## config.mk

```make
export PLATFORM = sky130hd
export DESIGN_NAME = sel_cnt_gen
export DESIGN_NICKNAME = d
export VERILOG_FILES = /design/src/rtl/sel_cnt_gen.sv
export SDC_FILE = /design/constraint.sdc
export NUM_CORES = 1
export LEC_CHECK = 0
export ABC_CLOCK_PERIOD_IN_PS = 2200
export BUFFER_PORTS_ARGS = -buffer_cell sky130_fd_sc_hd__buf_2
export CORE_AREA = 2 2 39 41
export DETAILED_ROUTE_END_ITERATION = 16
export DIE_AREA = 0 0 41 43
export PLACE_DENSITY = 0.59
export SYNTH_ARGS = -nofsm -noshare
export SYNTH_HDL_FRONTEND = slang
export SYNTH_SLANG_ARGS = --single-unit
```

## constraint.sdc

```tcl
create_clock -name clk -period 2.2 [get_ports clk]
set_clock_uncertainty 0.2 [all_clocks]
set_input_delay 0.33 -clock clk [delete_from_list [all_inputs] [get_ports clk]]
set_output_delay 0.33 -clock clk [all_outputs]
set_load 0.02 [all_outputs]
```

## src/rtl/sel_cnt_gen.sv

```systemverilog
// Select-count sequencer for the threshold mux: start/stop FSM, up/down wrap or saturate.
// Optional overlap monitor enabled by defining SEL_OVERLAP_FLAG_EN.
module sel_cnt_gen #(
    parameter int unsigned           WIDTH  = 3,
    parameter logic [WIDTH-1:0]      THRESH = 3'b100
) (
    input  logic             clk,
    input  logic             rst_n,
    input  logic             start,
    input  logic             stop,
    input  logic             en,
    input  logic             dir,
    input  logic             wrap,
    input  logic [WIDTH-1:0] load_val,
    output logic [WIDTH-1:0] cnt,
    output logic             ge_thr,
    output logic             le_thr,
    output logic             busy,
    output logic             done,
    output logic             overlap,
    output logic [7:0]       overlap_cnt
);

    typedef enum logic [1:0] {S_IDLE, S_RUN, S_DONE} state_t;

    localparam logic [WIDTH-1:0] CNT_MAX = {WIDTH{1'b1}};

    state_t           state_q, state_d;
    logic [WIDTH-1:0] cnt_q, cnt_d;
    logic [WIDTH-1:0] cnt_step;
    logic             at_bound;

    assign cnt_step = dir ? cnt_q + 1'b1 : cnt_q - 1'b1;
    assign at_bound = dir ? (cnt_q == CNT_MAX) : (cnt_q == '0);

    always_ff @(posedge clk or negedge rst_n) begin
        if (!rst_n) begin
            state_q <= S_IDLE;
            cnt_q   <= '0;
        end else begin
            state_q <= state_d;
            cnt_q   <= cnt_d;
        end
    end

    always_comb begin
        state_d = state_q;
        cnt_d   = cnt_q;
        case (state_q)
            S_IDLE: begin
                if (start) begin
                    cnt_d   = load_val;
                    state_d = S_RUN;
                end
            end
            S_RUN: begin
                // stop wins over a same-cycle step so the count is frozen where it was
                if (stop) begin
                    state_d = S_IDLE;
                end else if (en) begin
                    if (wrap)          cnt_d   = cnt_step;
                    else if (at_bound) state_d = S_DONE;
                    else               cnt_d   = cnt_step;
                end
            end
            S_DONE:  state_d = S_IDLE;
            default: state_d = S_IDLE;
        endcase
    end

    assign cnt    = cnt_q;
    assign ge_thr = (cnt_q >= THRESH);
    assign le_thr = (cnt_q <= THRESH);
    assign busy   = (state_q == S_RUN);
    assign done   = (state_q == S_DONE);

`ifdef SEL_OVERLAP_FLAG_EN
    logic [7:0] ovl_cnt_q, ovl_cnt_d;
    logic       ovl_w;

    assign ovl_w = ge_thr & le_thr;

    always_ff @(posedge clk or negedge rst_n) begin
        if (!rst_n) ovl_cnt_q <= '0;
        else        ovl_cnt_q <= ovl_cnt_d;
    end

    always_comb begin
        ovl_cnt_d = ovl_cnt_q;
        if (state_q == S_IDLE && start)
            ovl_cnt_d = '0;
        else if (state_q == S_RUN && ovl_w && ovl_cnt_q != 8'hFF)
            ovl_cnt_d = ovl_cnt_q + 8'd1;
    end

    assign overlap     = ovl_w;
    assign overlap_cnt = ovl_cnt_q;
`else
    assign overlap     = 1'b0;
    assign overlap_cnt = 8'd0;
`endif

endmodule
```

==> flow_summary.ini <==
[outcome]
run_status = finished, final reports clean

[clock_tree]
hold_buffers = 1
numCtsBuffers = 3
cts_sinks = 5
cts-root-buf = clkbuf_4
post-cts-setup-buffer-count = 0
clock_latency_ns = 0.23
htree_levels = 1
clk_pin_slew_ns = 0.04
cts_resized = 0
tritoncts = yes
clk_path_buf_depth = 2

[floorplan]
pin_count = 26
row_count = 14
core-area_sq_um = 1380
dieArea_sq_um = 1760
initial_core_util_pct = 31.3
dieWidth_um = 41
fp.dieH_um = 43

[global_route]
grt_pass1_wl_um = 1500
overflow = 0
grt_start_max_net_pins = 10
grt_pass1_vias = 340
antenna_found_initial = 0
track_usage_pct = 13.0

[sta]
fmax_ghz = 0.573
post-route-period-util_pct = 79.4
tns_ns = 0
final_hold_viol_count = 0
timing.final.ws_setup_ns = 0.453
rsz0062_at_grt = false
drv_slew = 0
timing.final.crit_period_ns = 1.75
setup_violations = 0

[drt]
avgRoutedWirePerCell_um = 10.4
wl_um = 880
drc = 0
ant_nets = 0
routed-via-count = 390
routed_via_density = 4.59
firstDrtPassIters = 4
drt_iter0_markers = 13

[logic_synthesis]
synth-seq-area-share_pct = 28.9
synth_top_area_share_pct = 28.9
yosys.area.top_type = dfrtp_1
syn-cell-area_sq_um = 433
ys_seq_elements = 5
postSynthCellCount = 51
ys_warn_count = 0
synth.area.top_cells = dfrtp_1, buf_4, o21ai_0
syn_avg_cell_area_sq_um = 8.49
synth_cell_types = 26

[finish]
final_cell_area_sq_um = 523
antenna_cells = 0
syn2layout_area_growth_pct = 20.8
fin_nets = 81
final_cell_mix = buf_2, conb_1, o21ai_0, dfrtp_1
utilization_pct = 37.8
final_common_cell = buf_2
layout-drive-gt1-share_pct = 30.4

[critical_path]
crit_arrival_ns = 1.67
critical_path.startpoint = cnt[0]
path_cells = or4_4 > a21oi_4 > nand2_1 > a21o_1
endpoint_kind = register
r2r_cells = 4
r2r_start = cnt[0]
critPathSlowestCell = or4_4
critPathRequiredTime_ns = 2.13
slowest_delay_ns = 0.58
cp-start-kind = register
crit_path_end = state_q[0]
rrSetupSlack_ns = 0.45
cp_max_fo = 8
path_class = reg2reg
r2r-end = state_q[0]

[power]
max-vdd-ir-drop_v = 0.000410
p_leak_nw = 0.256
power_density_nw_per_um2 = 1130

[job]
cap_viol_max_count = 0

[placement]
place_congestion = 0.768
dp_hpwl_um = 686
place_ws_ns = 0.392
io_buffers = 16
placed_cell_area_sq_um = 487

[hold_path]
min_path_type = in2reg
## stage by stage
step | hold WS, ns | power (mW) | cells
after global placement | -0.0498 | 0.483 | 80
after CTS | 0.143 | 0.599 | 85
after detailed placement | -0.0451 | 0.488 | 80
after global routing | 0.168 | 0.655 | 85
after floorplan | -0.166 | 0.421 | 59
final | 0.141 | 0.592 | 85
## cells by family after synthesis
family | count (synthesis) | share of synthesized area, %
and+or+nand+nor | 18 | 24.3
adders and majority gates | 1 | 4.62
DFF | 5 | 28.9
other | 1 | 0.866
buffers and inverters | 13 | 19.4
AOI/OAI and AO/OA | 11 | 17.9
xor gates and xnor gates | 2 | 4.05
## area by class of cell
class                   instances  area [sq um]
well taps                      16          20.0
repair buffers                 17          90.1
flip-flops and latches          5           125
inverters                       2          7.51
multi-input cells              41           254
fillers                       158           861
clock buffers                   4          26.3
## flip-flops by register name (all words and copies together) (netlist names)
name	count
cnt	3
state_q	2
## worst max-delay path: cells and delay by family, from the launching register on
kind,cells,cell delay (ns)
flops,1,0.45
simple gates,2,0.65
compound gates,2,0.34
## report_power, final
part | switching [mW] | leakage (nW) | internal (mW)
sequential | 0.0665 | 0.0627 | 0.124
combinational | 0.173 | 0.178 | 0.125
clock | 0.0357 | 0.0150 | 0.0685
## synthesized netlist by cell type, drive strengths merged
cell    count
buf        10
dfrtp       5
o21ai       5
nand3       3
a21o        2
a21oi       2
inv         2
nand2       2
nand2b      2
nor2        2
nor3        2
xnor2       2
a221oi      1
and3        1
clkbuf      1
conb        1
fa          1
nand3b      1
nand4       1
nor2b       1
nor4        1
nor4b       1
o211ai      1
or4         1
## per-layer routing
layer | global-route usage (%) | routed length [um]
met1 | 17.3 | 414
met5 | 0 | 0
met4 | 10.0 | 14
met2 | 16.3 | 376
met3 | 4.71 | 75
## worst min-delay path by stage
stage	from	endpoint	depth (start not counted)
5_1_grt	load_val[1]	cnt[1]	3
6_report	load_val[2]	cnt[2]	3
3_3_place_gp	rst_n	cnt[2]	1
3_5_place_dp	rst_n	cnt[2]	1
4_1_cts	load_val[2]	cnt[2]	3
2_1_floorplan	rst_n	cnt[0]	0
Note: power is estimated with default switching activity, not from simulation.
